## config.mk

```make
export PLATFORM = sky130hd
export DESIGN_NAME = cu_fsm
export DESIGN_NICKNAME = d
export VERILOG_FILES = /design/src/rtl/otter_pkg.sv /design/src/rtl/cu_fsm.sv
export SDC_FILE = /design/constraint.sdc
export NUM_CORES = 1
export LEC_CHECK = 0
export ABC_AREA = 1
export ABC_CLOCK_PERIOD_IN_PS = 1700
export CAP_MARGIN = 20
export CORE_MARGIN = 1.5
export CORE_UTILIZATION = 37
export DETAILED_ROUTE_END_ITERATION = 10
export GPL_TIMING_DRIVEN = 1
export MAX_ROUTING_LAYER = met4
export PLACE_DENSITY = 0.77
export SYNTH_ARGS = -nofsm -noshare
export SYNTH_HDL_FRONTEND = slang
export SYNTH_SLANG_ARGS = --single-unit
```

## constraint.sdc

```tcl
create_clock -name FSM_clk -period 1.7 [get_ports FSM_clk]
set_input_delay 0.425 -clock FSM_clk [delete_from_list [all_inputs] [get_ports FSM_clk]]
set_output_delay 0.425 -clock FSM_clk [all_outputs]
set_load 0.01 [all_outputs]
```

## src/rtl/otter_pkg.sv

```systemverilog
// ----------------------------------------------------------------------------
// otter_pkg
//   Shared types for the OTTER MCU control path. Both the multi-cycle control
//   FSM and the control unit decoder import this package. It holds:
//     opcode_t  - RV32I major opcodes (ir[6:0]) handled by the core
//     state_t   - control FSM states
//     F3_*      - funct3 codes that select operations within the SYSTEM opcode
// ----------------------------------------------------------------------------
package otter_pkg;

    typedef enum logic [6:0] {
        LUI    = 7'b0110111,
        AUIPC  = 7'b0010111,
        JAL    = 7'b1101111,
        JALR   = 7'b1100111,
        BRANCH = 7'b1100011,
        LOAD   = 7'b0000011,
        STORE  = 7'b0100011,
        OP_IMM = 7'b0010011,
        OP     = 7'b0110011,
        SYS    = 7'b1110011
    } opcode_t;

    typedef enum logic [2:0] {
        ST_INIT,
        ST_FETCH,
        ST_EXEC,
        ST_WB,
        ST_INTR
    } state_t;

    // funct3 values for the SYSTEM opcode
    localparam logic [2:0] F3_MRET  = 3'b000;
    localparam logic [2:0] F3_CSRRW = 3'b001;
    localparam logic [2:0] F3_CSRRS = 3'b010;
    localparam logic [2:0] F3_CSRRC = 3'b011;

    // True for the register-form CSR read-modify-write instructions.
    function automatic logic is_csr_rw(input logic [2:0] funct);
        return (funct == F3_CSRRW) || (funct == F3_CSRRS) || (funct == F3_CSRRC);
    endfunction

endpackage

```

## src/rtl/cu_fsm.sv

```systemverilog
// ----------------------------------------------------------------------------
// cu_fsm
//   Multi-cycle control FSM for the OTTER MCU. Steps each instruction through
//   fetch, execute and (for loads) writeback, produces the memory, register
//   file, PC and CSR strobes, and enters the trap handler at instruction
//   boundaries when an enabled interrupt is pending.
//
// Parameters
//   INIT_CYCLES     cycles FSM_rst stays high after reset release (>= 1)
//
// Ports
//   FSM_clk         in   system clock, rising edge
//   FSM_rst_n       in   asynchronous active-low reset
//   FSM_opcode      in   ir[6:0]
//   FSM_funct       in   ir[14:12]
//   FSM_intr        in   external interrupt request (level)
//   FSM_mie         in   mstatus.MIE global interrupt enable
//   FSM_imem_ready  in   instruction word valid on memory port 1
//   FSM_dmem_ready  in   data access complete on memory port 2
//   FSM_rst         out  synchronous clear for PC and register file
//   FSM_pc_write    out  PC load enable
//   FSM_reg_write   out  register file write enable
//   FSM_mem_rden1   out  instruction fetch read enable
//   FSM_mem_rden2   out  data read enable
//   FSM_mem_we2     out  data write enable
//   FSM_csr_we      out  CSR write enable
//   FSM_int_taken   out  trap entry this cycle
//   FSM_mret_exec   out  mret executing this cycle
//   FSM_retire      out  one pulse per retired instruction
// ----------------------------------------------------------------------------
module cu_fsm
    import otter_pkg::*;
#(
    parameter int INIT_CYCLES = 2
) (
    input  logic       FSM_clk,
    input  logic       FSM_rst_n,
    input  logic [6:0] FSM_opcode,
    input  logic [2:0] FSM_funct,
    input  logic       FSM_intr,
    input  logic       FSM_mie,
    input  logic       FSM_imem_ready,
    input  logic       FSM_dmem_ready,
    output logic       FSM_rst,
    output logic       FSM_pc_write,
    output logic       FSM_reg_write,
    output logic       FSM_mem_rden1,
    output logic       FSM_mem_rden2,
    output logic       FSM_mem_we2,
    output logic       FSM_csr_we,
    output logic       FSM_int_taken,
    output logic       FSM_mret_exec,
    output logic       FSM_retire
);

    localparam int CNT_W = (INIT_CYCLES > 1) ? $clog2(INIT_CYCLES) : 1;
    localparam logic [CNT_W-1:0] CNT_LAST = CNT_W'(INIT_CYCLES - 1);

    state_t           state_q, state_d;
    logic [CNT_W-1:0] init_cnt_q, init_cnt_d;
    logic             int_pend_q, int_pend_d;
    opcode_t          opcode;

    assign opcode = opcode_t'(FSM_opcode);

    // ------------------------------------------------------------------------
    // Next-state logic
    // ------------------------------------------------------------------------
    // NOTE: every signal assigned in an always_comb gets a default at the top
    // so no path leaves it unassigned, which would otherwise infer a latch.
    always_comb begin
        state_d    = state_q;
        init_cnt_d = '0;

        // Pending interrupt: set by an enabled request, cleared while MIE is
        // low or while the trap is being entered. Clear has priority.
        int_pend_d = int_pend_q | (FSM_intr & FSM_mie);
        if (!FSM_mie || (state_q == ST_INTR)) begin
            int_pend_d = 1'b0;
        end

        unique case (state_q)
            ST_INIT: begin
                init_cnt_d = init_cnt_q + 1'b1;
                if (init_cnt_q == CNT_LAST) begin
                    state_d = ST_FETCH;
                end
            end
            ST_FETCH: begin
                if (FSM_imem_ready) begin
                    state_d = ST_EXEC;
                end
            end
            ST_EXEC: begin
                if (opcode == LOAD) begin
                    state_d = ST_WB;
                end else if (FSM_retire) begin
                    // Instruction boundary: the only point a trap may be taken.
                    state_d = int_pend_q ? ST_INTR : ST_FETCH;
                end
            end
            ST_WB: begin
                if (FSM_retire) begin
                    state_d = int_pend_q ? ST_INTR : ST_FETCH;
                end
            end
            ST_INTR: begin
                state_d = ST_FETCH;
            end
            default: begin
                state_d = ST_INIT;
            end
        endcase
    end

    // ------------------------------------------------------------------------
    // Output decode (combinational from state, opcode, funct and ready)
    // ------------------------------------------------------------------------
    always_comb begin
        FSM_rst       = 1'b0;
        FSM_pc_write  = 1'b0;
        FSM_reg_write = 1'b0;
        FSM_mem_rden1 = 1'b0;
        FSM_mem_rden2 = 1'b0;
        FSM_mem_we2   = 1'b0;
        FSM_csr_we    = 1'b0;
        FSM_int_taken = 1'b0;
        FSM_mret_exec = 1'b0;
        FSM_retire    = 1'b0;

        unique case (state_q)
            ST_INIT: begin
                FSM_rst = 1'b1;
            end
            ST_FETCH: begin
                FSM_mem_rden1 = 1'b1;
            end
            ST_EXEC: begin
                case (opcode)
                    OP, OP_IMM, LUI, AUIPC, JAL, JALR: begin
                        FSM_reg_write = 1'b1;
                        FSM_pc_write  = 1'b1;
                    end
                    BRANCH: begin
                        FSM_pc_write = 1'b1;
                    end
                    LOAD: begin
                        FSM_mem_rden2 = 1'b1;
                    end
                    STORE: begin
                        // Write is held until memory accepts it; the PC only
                        // advances in the accepting cycle.
                        FSM_mem_we2  = 1'b1;
                        FSM_pc_write = FSM_dmem_ready;
                    end
                    SYS: begin
                        if (FSM_funct == F3_MRET) begin
                            FSM_mret_exec = 1'b1;
                            FSM_pc_write  = 1'b1;
                        end else if (is_csr_rw(FSM_funct)) begin
                            FSM_csr_we    = 1'b1;
                            FSM_reg_write = 1'b1;
                            FSM_pc_write  = 1'b1;
                        end else begin
                            FSM_pc_write = 1'b1;
                        end
                    end
                    default: begin
                        // Unsupported opcodes retire as a NOP.
                        FSM_pc_write = 1'b1;
                    end
                endcase
            end
            ST_WB: begin
                FSM_mem_rden2 = 1'b1;
                if (FSM_dmem_ready) begin
                    FSM_reg_write = 1'b1;
                    FSM_pc_write  = 1'b1;
                end
            end
            ST_INTR: begin
                FSM_int_taken = 1'b1;
                FSM_pc_write  = 1'b1;
            end
            default: begin
                FSM_rst = 1'b1;
            end
        endcase

        // Trap entry also loads the PC but is not an instruction retirement.
        FSM_retire = FSM_pc_write && ((state_q == ST_EXEC) || (state_q == ST_WB));
    end

    // ------------------------------------------------------------------------
    // State registers
    // ------------------------------------------------------------------------
    // NOTE: sequential state uses non-blocking assignments so every flop
    // samples its _d value from before this edge, independent of order.
    always_ff @(posedge FSM_clk or negedge FSM_rst_n) begin
        if (!FSM_rst_n) begin
            state_q    <= ST_INIT;
            init_cnt_q <= '0;
            int_pend_q <= 1'b0;
        end else begin
            state_q    <= state_d;
            init_cnt_q <= init_cnt_d;
            int_pend_q <= int_pend_d;
        end
    end

endmodule

```

==> results of run 1 <==
## state kept, by name, indices dropped and copies added, names as in the netlist
name,cells
int_pend_q,1
state_q,3
init_cnt_q,1
## cell type report
class | instances | share of cell area
tap | 14 | 0.01779
clock buffer | 4 | 0.02668
sequential | 5 | 0.1283
timing repair buffer | 50 | 0.3952
inverter | 18 | 0.07116
multi-input combinational | 53 | 0.3609
## logic make-up after synthesis
logic type / after synthesis / share of synthesized area
AOI/OAI and AO/OA: 7 / 0.08009
buffers and inverters: 18 / 0.1447
and+or+nand+nor: 46 / 0.5168
DFF: 5 / 0.2584
## through the flow
step             util  cells  TNS (ns)  hold WS, ns
2_1_floorplan       -     76         0       0.1294
3_3_place_gp   0.7478    130    -5.550       0.4955
3_5_place_dp   0.7478    130    -5.838       0.4969
4_1_cts        0.8344    144   -0.2567       0.3984
5_1_grt        0.8517    144   -0.9745       0.4111
6_report       0.8517    144   -0.4334       0.4002
## cells in the mapped netlist (all sizes together)
cell | n | area share
nand2 | 21 | 0.20
inv | 18 | 0.14
nor2 | 11 | 0.13
nand3 | 7 | 0.083
dfrtp | 5 | 0.26
a21oi | 3 | 0.031
o21ai | 3 | 0.031
nand4 | 2 | 0.026
nor3 | 2 | 0.031
nor4 | 2 | 0.026
and3 | 1 | 0.013
o221ai | 1 | 0.018
## worst min path at each step
stage | start | end | cells past startpoint
2_1_floorplan | FSM_rst_n | init_cnt_q | 0
3_3_place_gp | init_cnt_q | init_cnt_q | 3
3_5_place_dp | init_cnt_q | init_cnt_q | 3
4_1_cts | FSM_rst_n | state_q[1] | 1
5_1_grt | FSM_rst_n | init_cnt_q | 1
6_report | FSM_rst_n | init_cnt_q | 1
## critical path: cells and delay by family
kind	cells	cell delay [ns]
buf+inv	4	0.47
simple gates	5	0.48
## power groups by stage
| stage | registers (mW) | logic [mW] | clock network (mW) |
|---|---|---|---|
| finish | 0.196 | 0.729 | 0.135 |
| global route | 0.197 | 0.772 | 0.145 |
| CTS | 0.186 | 0.682 | 0.140 |
| detailed placement | 0.188 | 0.634 | 0 |
| global placement | 0.186 | 0.624 | 0 |
| floorplan | 0.184 | 0.329 | 0 |
## metal layers
metal	part of all wire	GRT usage	vias to the layer above	wire length (um)
met5	0	-	-	0
met4	0.031	0.1207	0	63
met3	0.074	0.09249	8	151
met2	0.47	0.5625	42	956
met1	0.43	0.3333	345	874
li1	-	-	349	-
## repair_timing
| action | 4_1_cts | 5_1_grt |
|---|---|---|
| buffers inserted | 10 | 0 |
| resized for setup | 91 | 9 |
| endpoints found under the setup margin | 10 | 10 |
| pin swaps | 20 | 9 |
==> metrics.md, run 1 <==
| Metric | Value |
|---|---|
| P per Cell Area | 1076 nW/um^2 |
| Num CTS Buffers | 3 |
| Setup Crit Path Kind | input port to output pin |
| Comb power frac | 0.688 |
| Vias per inst | between 5 and 6 |
| H-tree Lvls | 1 |
| CTS tree | yes |
| Die height | 39.18 um |
| WL/cell | approximately 14 um |
| Failing checks | negative setup slack |
| Initial antenna violation count | 0 |
| Multi-input logic area | 355.3 um^2 |
| Yosys cell types | 20 |
| Period utilization | 1.057 |
| Fin area | 984.7 um^2 |
| # Max-Cap Violations | 0 |
| Post-layout worst setup margin | -0.09640 ns |
| Average cell area after synthesis | 6.371 um^2 |
| Worst path arrival time | 1.37 ns |
| DR DRC count | 0 |
| Post-synthesis sequential area ratio | 0.2584 |
| Initial Utilization | 0.4188 |
| IO buf count | 25 |
| Fin Clk Skew | 0.002398 ns |
| Die Wd | 39.18 um |
| R2r startpoint | state_q[2] |
| Pleak | 0.5490 nW |
| Critical Path Start Type | input port |
| Root buf cell | clkbuf_4 |
| Slowest-stage cell, CP | clkdlybuf4s15_1 |
| DP Worst Slack | -0.7787 ns |
| Share of layout cells above drive strength 1 | 0.6154 |
| GRT Total Usage | 0.3194 |
| Sw frac | 0.4488 |
| # hold bufs at CTS | 0 |
| Post-Syn Area | roughly 480 um^2 |
| RSZ-0062 raised after global routing | yes |
| R2R depth | 12 |
| First-pass GRT wire length | 3084 um |
| R2R Setup Slk | approximately 0.10 ns |
| Area post-placement | 864.6 um^2 |
| P_sw | 475.6 uW |
| Worst-margin pin slew | approximately 0.24 ns |
| Commonest non-fill, non-tap cell in the layout | buf_4 |
| Total power | around 1.1 mW |
| Clock Tree Buf Depth | 2 |
| Crit path time final | 1.796 ns |
| FMAX | 0.5567 GHz |
| Slew HR | 0.8396 |
| Seq pwr share | 0.185 |
| VDD IR max | approximately 0.0008 V |
| Worst-path cell chain | clkdlybuf4s15_1, buf_6, nor2_4, nand3_2, nand2_2, nand2_4, nand2_2, inv_2, buf_6 |
| Post-Route WL | 2044 um |
| FF+latch count, synth | 5 |
| Grt ovf | 0 |
| Drt first pass iters | 4 |
| Inserted Diodes | 0 |
| Hpwl dp | 1174 um |
| Int Pwr | around 580 uW |
| Die area | approximately 1500 um^2 |
| Clk pwr share | 0.127 |
| Number of nets with antenna violations after routing | 0 |
| Largest net degree at the start of global routing | 7 |
| Outcome | complete, but fails checks |
| Required @ worst endpoint | 1.27 ns |
| Routability cong. | 0.8319 |
| DR vias | about 740 |
| Vias in the first global route | 746 |
| HP Class | input port to asynchronous set/reset pin |
| Filler cell count | 70 |
| Commonest non-fill, non-tap cells in the layout | 22 x buf_4, 12 x buf_2, 11 x inv_2, 11 x nand2_1, 8 x nand2_2 |
| Final Hold Fails | 0 |
| Number of DRC markers in iteration 0 | 20 |
| CP endpoint kind | output pin |
| Seq. cell area | 126.4 um^2 |
| Row count | 12 |
| Final Max Tran Viols | 0 |
| Syn nets | 92 |
| Num Clock Sinks | 5 |
| Clk Latency, worst-skew pair | 0.24 ns |
| Syn-to-layout area delta | 103.4% |
| Worst setup path end | FSM_retire |
| Setup crit start | FSM_opcode[6] |
| Setup violators final | 9 |
| Cells after Synth | 76 |
| Worst-path fanout max | 3 |
| NumNets Final | roughly 150 |
| CTS clk-pin slew, worst paths | 0.04 ns |
| Core area | 1156 um^2 |
| Worst R2R End | state_q[1] |
| CP max stage delay | 0.19 ns |
| I/O pin total | 26 |
| Yosys warns | 0 |
Note: power is estimated with default switching activity, not from simulation.
==> run 2, diff against run 1 <==
==> config.mk (replaced) <==
export PLATFORM = sky130hd
export DESIGN_NAME = cu_fsm
export DESIGN_NICKNAME = d
export VERILOG_FILES = /design/src/rtl/otter_pkg.sv /design/src/rtl/cu_fsm.sv
export SDC_FILE = /design/constraint.sdc
export NUM_CORES = 1
export LEC_CHECK = 0
export ABC_CLOCK_PERIOD_IN_PS = 1700
export CAP_MARGIN = 20
export CORE_AREA = 2 2 39 41
export DETAILED_ROUTE_END_ITERATION = 10
export DIE_AREA = 0 0 41 43
export GPL_TIMING_DRIVEN = 1
export MAX_ROUTING_LAYER = met4
export PLACE_DENSITY = 0.69
export SYNTH_ARGS = -nofsm -noshare
export SYNTH_HDL_FRONTEND = slang
export SYNTH_SLANG_ARGS = --single-unit
==> run 2 against run 1 <==
The flow still finishes with violations (negative setup slack). Register-to-register slack barely moved. First-iteration DRC count fell by 80%. Synthesized cell count fell by 33%. Critical path depth fell by 4. Synthesized area fell by 16%. Combinational power rose by 4.9%. Power rose by 4.5%. Critical path type is now flop to output pin.
==> metrics.md, run 2 <==
| Metric | Value |
|---|---|
| FMAX | 0.5329 GHz (-4.3%) |
| Syn nets | 67 (-27%) |
| Pleak | 0.4724 nW (-14%) |
| Fin Clk Skew | 0.001614 ns (-0.0007840 ns) |
| Top cells by count, synth | 9 x nor2_1, 5 x dfrtp_1, 5 x nand2_1 |
| GRT Total Usage | 0.2047 (-0.1147) |
| Reg with most FFs | state_q |
| Post-Syn Area | 405.4 um^2 (-16%) |
| Fin area | 945.9 um^2 (-3.9%) |
| DR DRC count | 0 (unchanged) |
| Routability cong. | 0.7473 (-10%) |
| P_sw | 426.9 uW (-10%) |
| Max reg flops | 3 (unchanged) |
| Vias in the first global route | 595 (-20%) |
| Num Clock Sinks | 5 (unchanged) |
| Asr flop ratio synth | 1.000 (unchanged) |
| R2R depth | 7 (-5) |
| CP endpoint kind | output pin |
| Vias per inst | 5.008 (-3.1%) |
| WL/cell | 13.19 um (-7.1%) |
| Cells after DPL | 106 (-18%) |
| Average cell area after synthesis | 7.949 um^2 (+25%) |
| Post-Layout Cell Count | 119 (-17%) |
| Total power | 1.107 mW (+4.5%) |
| VDD IR max | 0.0003684 V (-53%) |
| HP Class | input port to asynchronous set/reset pin |
| Period utilization | 1.104 (+0.04709) |
| Biggest registers after layout | state_q (3), init_cnt_q (1), int_pend_q (1) |
| Final Util | 0.6835 (-0.1682) |
| Die area | 1763 um^2 (+15%) |
| Hpwl dp | 1004 um (-15%) |
| NumNets Final | 120 (-18%) |
| Slowest-stage cell, CP | dfrtp_2 |
| CTS tree | yes |
| Yosys top cell area share | 0.3086 (+0.05024) |
| Core area | 1384 um^2 (+20%) |
| CTS clk-pin slew, worst paths | 0.05 ns (about the same) |
| Sw frac | 0.3855 (-0.06323) |
| Largest net degree at the start of global routing | 9 (+2) |
| Clk pwr share | 0.128 (about the same) |
| FF+latch count, synth | 5 (unchanged) |
| Post-synthesis sequential area ratio | 0.3086 (+0.05024) |
| Setup Crit Path Kind | flop to output pin |
| Int Pwr | 680.4 uW (+16%) |
| Root buf cell | clkbuf_4 |
| Initial Utilization | 0.2929 (-0.1259) |
| Clk Latency, worst-skew pair | 0.24 ns (about the same) |
| Failing checks | negative setup slack |
| RSZ-0062 raised after global routing | yes |
| Initial antenna violation count | 0 (unchanged) |
| Outcome | complete, but fails checks |
| First-pass GRT wire length | 2421 um (-21%) |
| Post-Route WL | 1570 um (-23%) |
| Commonest non-fill, non-tap cell in the layout | buf_4 |
| H-tree Lvls | 1 (unchanged) |
| Clock Tree Buf Depth | 2 (unchanged) |
| Share of layout cells above drive strength 1 | 0.5728 (-0.04257) |
| Commonest non-fill, non-tap cells in the layout | 16 x buf_4, 12 x buf_6, 12 x buf_2 |
| Cells after Synth | 51 (-33%) |
| Number of DRC markers in iteration 0 | 4 (-80%) |
| Final Max Tran Viols | 0 (unchanged) |
| Ys flop type | dfrtp_1 |
| Comb power frac | 0.691 (+0.003) |
| Number of nets with antenna violations after routing | 0 (unchanged) |
| Die height | 43 um (+9.8%) |
| Post-layout worst setup margin | -0.1765 ns (-0.08005 ns) |
| Inserted Diodes | 0 (unchanged) |
| Slew HR | 0.8329 (-0.006734) |
| Critical Path Start Type | flop |
| EDFF count, synth | 0 (unchanged) |
| Dominant cell type by area after synthesis | dfrtp_1 |
| Main area contributors after synthesis | dfrtp_1 31%, nor2_1 8.3%, nand4bb_1 5.6% |
| CP max stage delay | 0.43 ns (+0.24 ns) |
| Grt ovf | 0 (unchanged) |
| Area post-placement | 783.3 um^2 (-9.4%) |
| Required @ worst endpoint | 1.27 ns (about the same) |
| Crit path time final | 1.876 ns (+0.08005 ns) |
| P per Cell Area | 1171 nW/um^2 (+8.8%) |
| Worst path arrival time | 1.45 ns (+0.08 ns) |
| Worst-margin pin slew | 0.2504 ns (+0.01235 ns) |
| Die Wd | 41 um (+4.7%) |
| Worst-path fanout max | 3 (unchanged) |
| I/O pin total | 26 (unchanged) |
| Syn-to-layout area delta | 133.3% |
| Num CTS Buffers | 3 (unchanged) |
| Seq pwr share | 0.181 (-0.004) |
| Cell with the most instances after synthesis | nor2_1 |
| Final Hold Fails | 0 (unchanged) |
| Drt first pass iters | 2 (-2) |
| # hold bufs at CTS | 0 (unchanged) |
| Worst-path cell chain | nor3b_4, nand4bb_4, nor2_4, a21o_1, buf_2 |
| DR vias | 596 (-20%) |
| Setup violators final | 9 (unchanged) |
| Row count | 14 (+2) |
| # Max-Cap Violations | 0 (unchanged) |
| Yosys warns | 0 (unchanged) |
| IO buf count | 25 (unchanged) |
| Yosys cell types | 29 (+45%) |
run 2: cell count changes after synthesis, sizes merged, moves of 2 or more:
| cell | change |
|---|---|
| a21oi | -2 |
| inv | -16 |
| nand2 | -16 |
| nand3 | -7 |
| nand4 | -2 |
| nand4bb | +2 |
| nor3b | +2 |
run 2: power by group through the flow:
stage	Clock, mW	Sequential [mW]	Combinational, mW
6_report	0.142	0.201	0.765
5_1_grt	0.153	0.206	0.834
4_1_cts	0.142	0.199	0.705
3_5_place_dp	0	0.188	0.637
3_3_place_gp	0	0.188	0.631
2_1_floorplan	0	0.190	0.272
run 2: final cells by class:
cell class | count | area, um^2
Clock buffer | 4 | 26.28
Sequential cell | 5 | 126.4
Tap cell | 16 | 20.02
Inverter | 2 | 7.507
Fill cell | 123 | 437.9
Multi-Input combinational cell | 43 | 367.9
Timing Repair Buffer | 49 | 397.9
run 2: metal layers:
layer | track usage | vias up | wire length (um)
met2 | 0.3781 | 21 | 886
met1 | 0.1994 | 284 | 584
met4 | 0.08667 | 0 | 23
li1 | - | 289 | -
met3 | 0.01571 | 2 | 75
met5 | - | - | 0
run 2: final timing paths:
path                             from             to  slack, ns
setup / recovery           state_q[2]  FSM_reg_write      -0.18
hold / removal              FSM_rst_n     init_cnt_q       0.41
setup reg to reg           state_q[0]     state_q[1]       0.10
hold reg to reg            init_cnt_q     init_cnt_q       0.43
max in group asynchronous   FSM_rst_n     state_q[2]       1.08
min in group FSM_clk       init_cnt_q     init_cnt_q       0.43
run 2: timing repair:
action,CTS,global route
endpoints found under the hold margin,0,0
gates resized for setup,91,8
pin swaps,7,10
endpoints found under the setup margin,10,10
buffers inserted,7,3
run 2: metrics by stage:
stage / setup TNS (ns) / hold slack [ns] / setup slack [ns]
2_1_floorplan: 0 / 0.1294 / 0.08236
3_3_place_gp: -6.056 / 0.4125 / -0.8319
3_5_place_dp: -6.387 / 0.4194 / -0.8673
4_1_cts: -0.7367 / 0.4121 / -0.1654
5_1_grt: -1.503 / 0.4272 / -0.2460
6_report: -0.9005 / 0.4053 / -0.1765
run 2: worst max-delay path, delay by kind of cell (launching register included):
kind / cells / cell delay (ns)
buffers and inverters: 1 / 0.12
AND/OR/NAND/NOR: 3 / 0.57
flip-flops: 1 / 0.43
AO/OA/AOI/OAI: 1 / 0.08
run 2: logic make-up after synthesis:
group | synth area share
AOI/OAI and AO/OA | 0.2192
xor gates and xnor gates | 0.02161
buffers and inverters | 0.03086
DFF | 0.3086
and+or+nand+nor | 0.4198
==> run 3, diff against run 2 <==
--- a/config.mk
+++ b/config.mk
@@ -12,7 +12,7 @@
 export DIE_AREA = 0 0 41 43
 export GPL_TIMING_DRIVEN = 1
 export MAX_ROUTING_LAYER = met4
-export PLACE_DENSITY = 0.69
+export PLACE_DENSITY = 0.68
 export SYNTH_ARGS = -nofsm -noshare
 export SYNTH_HDL_FRONTEND = slang
 export SYNTH_SLANG_ARGS = --single-unit
==> run 3 against run 2 <==
The flow still finishes with violations (negative setup slack). Sequential share of layout area is 0.51 points higher. Fmax is 2.6% lower. Clock power hardly changed. Die area stayed put. Setup slack worse by 0.050 ns. Utilization is 2.5 points lower. Worst hold slack better by 0.0066 ns. Critical path depth is 1 higher. Via count is 0.50% lower. Clock skew is 0.0012 ns higher. Global-route usage is 0.93 points lower. Largest power group unchanged.
==> metrics.md, run 3 (same netlist as run 2, synthesis figures left out) <==
| Metric | Value |
|---|---|
| HP Class | input port to asynchronous set/reset pin |
| IO buf count | 25 (unchanged) |
| GR Layer Usage met1 | 0.2026 (+0.003215) |
| Slew HR | 0.8328 (about the same) |
| Grt met2 use | 0.3406 (-0.03750) |
| I/O pin total | 26 (unchanged) |
| Setup Crit Path Kind | flop to output pin |
| Period utilization | 1.133 (+0.02943) |
| GRT Total Usage | 0.1955 (-0.009259) |
| Max reg flops | 3 (unchanged) |
| DP Worst Slack | -0.8606 ns (+0.006702 ns) |
| Hpwl dp | 998.4 um (-0.51%) |
| # hold bufs at CTS | 0 (unchanged) |
| First-pass GRT wire length | 2297 um (-5.1%) |
| Grt ovf | 0 (unchanged) |
| Critical Path Start Type | flop |
| DR vias | 593 (-0.50%) |
| Area post-placement | 790.8 um^2 (+0.96%) |
| Initial antenna violation count | 0 (unchanged) |
| NumNets Final | 119 (-0.83%) |
| Die Wd | 41 um (unchanged) |
| Clock Tree Buf Depth | 2 (unchanged) |
| Worst path arrival time | 1.50 ns (+0.05 ns) |
| H-tree Lvls | 1 (unchanged) |
| Fin Clk Skew | 0.002842 ns (+0.001229 ns) |
| Post-layout worst setup margin | -0.2265 ns (-0.05002 ns) |
| Required @ worst endpoint | 1.27 ns (about the same) |
| CTS tree | yes |
| Num CTS Buffers | 3 (unchanged) |
| Vias per inst | 5.025 (+0.34%) |
| Reg with most FFs | state_q |
| Hold WS | 0.4119 ns (+0.006591 ns) |
| RSZ-0062 raised after global routing | yes |
| # Max-Cap Violations | 0 (unchanged) |
| Final Hold Fails | 0 (unchanged) |
| DR DRC count | 0 (unchanged) |
| Root buf cell | clkbuf_4 |
| WL/cell | 12.64 um (-4.2%) |
| Share of layout cells above drive strength 1 | 0.5588 (-0.01399) |
| Number of nets with antenna violations after routing | 0 (unchanged) |
| Fin area | 910.9 um^2 (-3.7%) |
| Syn-to-layout area delta | 124.7% |
| Drt first pass iters | 4 (+2) |
| Post-Layout Cell Count | 118 (-0.84%) |
| Row count | 14 (unchanged) |
| Setup violators final | 8 (-1) |
| Filler cell count | 121 (-1.6%) |
| VDD IR max | 0.0004949 V (+34%) |
| Crit path time final | 1.926 ns (+0.05002 ns) |
| Biggest registers after layout | state_q (3), init_cnt_q (1), int_pend_q (1) |
| Post-Route WL | 1491 um (-5.0%) |
| Num Clock Sinks | 5 (unchanged) |
| GRT Max-Usage Layer | met2 |
| Pleak | 0.4619 nW (-2.2%) |
| Die height | 43 um (unchanged) |
| Final Max Tran Viols | 0 (unchanged) |
| Worst-path fanout max | 3 (unchanged) |
| Inserted Diodes | 0 (unchanged) |
| Vias in the first global route | 552 (-7.2%) |
| Number of DRC markers in iteration 0 | 5 (+1) |
| Outcome | complete, but fails checks |
| Clk Latency, worst-skew pair | 0.24 ns (about the same) |
| Initial Utilization | 0.2929 (unchanged) |
| Worst-margin pin slew | 0.2501 ns (-0.0003754 ns) |
| Failing checks | negative setup slack |
| Commonest non-fill, non-tap cell in the layout | buf_4 |
| P per Cell Area | 1164 nW/um^2 (-0.59%) |
| Largest net degree at the start of global routing | 8 (-1) |
| Commonest non-fill, non-tap cells in the layout | 20 x buf_4, 11 x buf_2, 7 x nor2_1 |
| Core area | 1384 um^2 (unchanged) |
| Routability cong. | 0.7297 (-2.4%) |
| Cells after DPL | 107 (+0.94%) |
| FMAX | 0.5191 GHz (-2.6%) |
| M3 GR Usage | 0.01571 (unchanged) |
| Die area | 1763 um^2 (unchanged) |
| CTS clk-pin slew, worst paths | 0.05 ns (about the same) |
| CP endpoint kind | output pin |
## run 3: cell types whose count changed in the layout (fill, tap and decap cells not counted)
cell	change
o21ai_2	-1
nor3b_1	-1
buf_4	+4
o21ai_1	+1
buf_6	-6
nor4_4	-1
buf_2	-1
clkdlybuf4s15_1	+1
nor4_2	+1
nor3b_2	+1
clkbuf_2	+1
## run 3: layout make-up
cell class | instances | area (um^2) | area share
Inverter | 2 | 7.507 | 0.008242
Clock buffer | 4 | 26.28 | 0.02885
Timing Repair Buffer | 48 | 370.4 | 0.4066
Sequential cell | 5 | 126.4 | 0.1387
Tap cell | 16 | 20.02 | 0.02198
Multi-Input combinational cell | 43 | 360.3 | 0.3956
## run 3: final timing paths
| path | from | endpoint | slack, ns | depth (start not counted) |
|---|---|---|---|---|
| min in group FSM_clk | init_cnt_q | init_cnt_q | 0.44 | 1 |
| hold / removal | FSM_rst_n | init_cnt_q | 0.41 | 1 |
| setup / recovery | state_q[0] | FSM_reg_write | -0.23 | 6 |
| max in group asynchronous | FSM_rst_n | state_q[2] | 1.07 | 1 |
| setup reg to reg | state_q[0] | state_q[1] | 0.17 | 7 |
| hold reg to reg | init_cnt_q | init_cnt_q | 0.44 | 1 |
## run 3: metal layers
| layer | vias to the layer above | share of wire |
|---|---|---|
| li1 | 288 | - |
| met1 | 286 | 0.36 |
| met2 | 17 | 0.58 |
| met3 | 2 | 0.048 |
| met4 | 0 | 0.0067 |
| met5 | - | 0 |
## run 3: where the power goes
part           leakage (nW)  total (mW)  internal (mW)  switching, mW
Sequential           0.0625       0.210          0.162         0.0485
Combinational         0.384       0.710          0.399          0.311
Clock                0.0150       0.139         0.0889         0.0506
Total                 0.462        1.06          0.650          0.410
## run 3: repair_timing
item                       in CTS  in global routing
setup endpoints to repair      10                 10
hold endpoints to repair        0                  0
buffers inserted                7                  1
pin swaps                       9                  9
gates resized for setup        73                 17
## run 3: critical path, cell delays in order (launching register included)
cell and delay, ns:
dfrtp_1 0.42, nor3b_4 0.26, buf_6 0.14, nand4bb_4 0.13, nor2_4 0.10, a21o_1 0.08, buf_2 0.12
## run 3: metrics by stage
step / utilization / setup TNS [ns] / total power [mW]
3_3_place_gp: 0.5714 / -6.330 / 0.8093
4_1_cts: 0.6284 / -1.240 / 0.9883
6_report: 0.6582 / -1.063 / 1.060
3_5_place_dp: 0.5714 / -6.377 / 0.8183
5_1_grt: 0.6582 / -1.607 / 1.140
2_1_floorplan: - / 0 / 0.4624
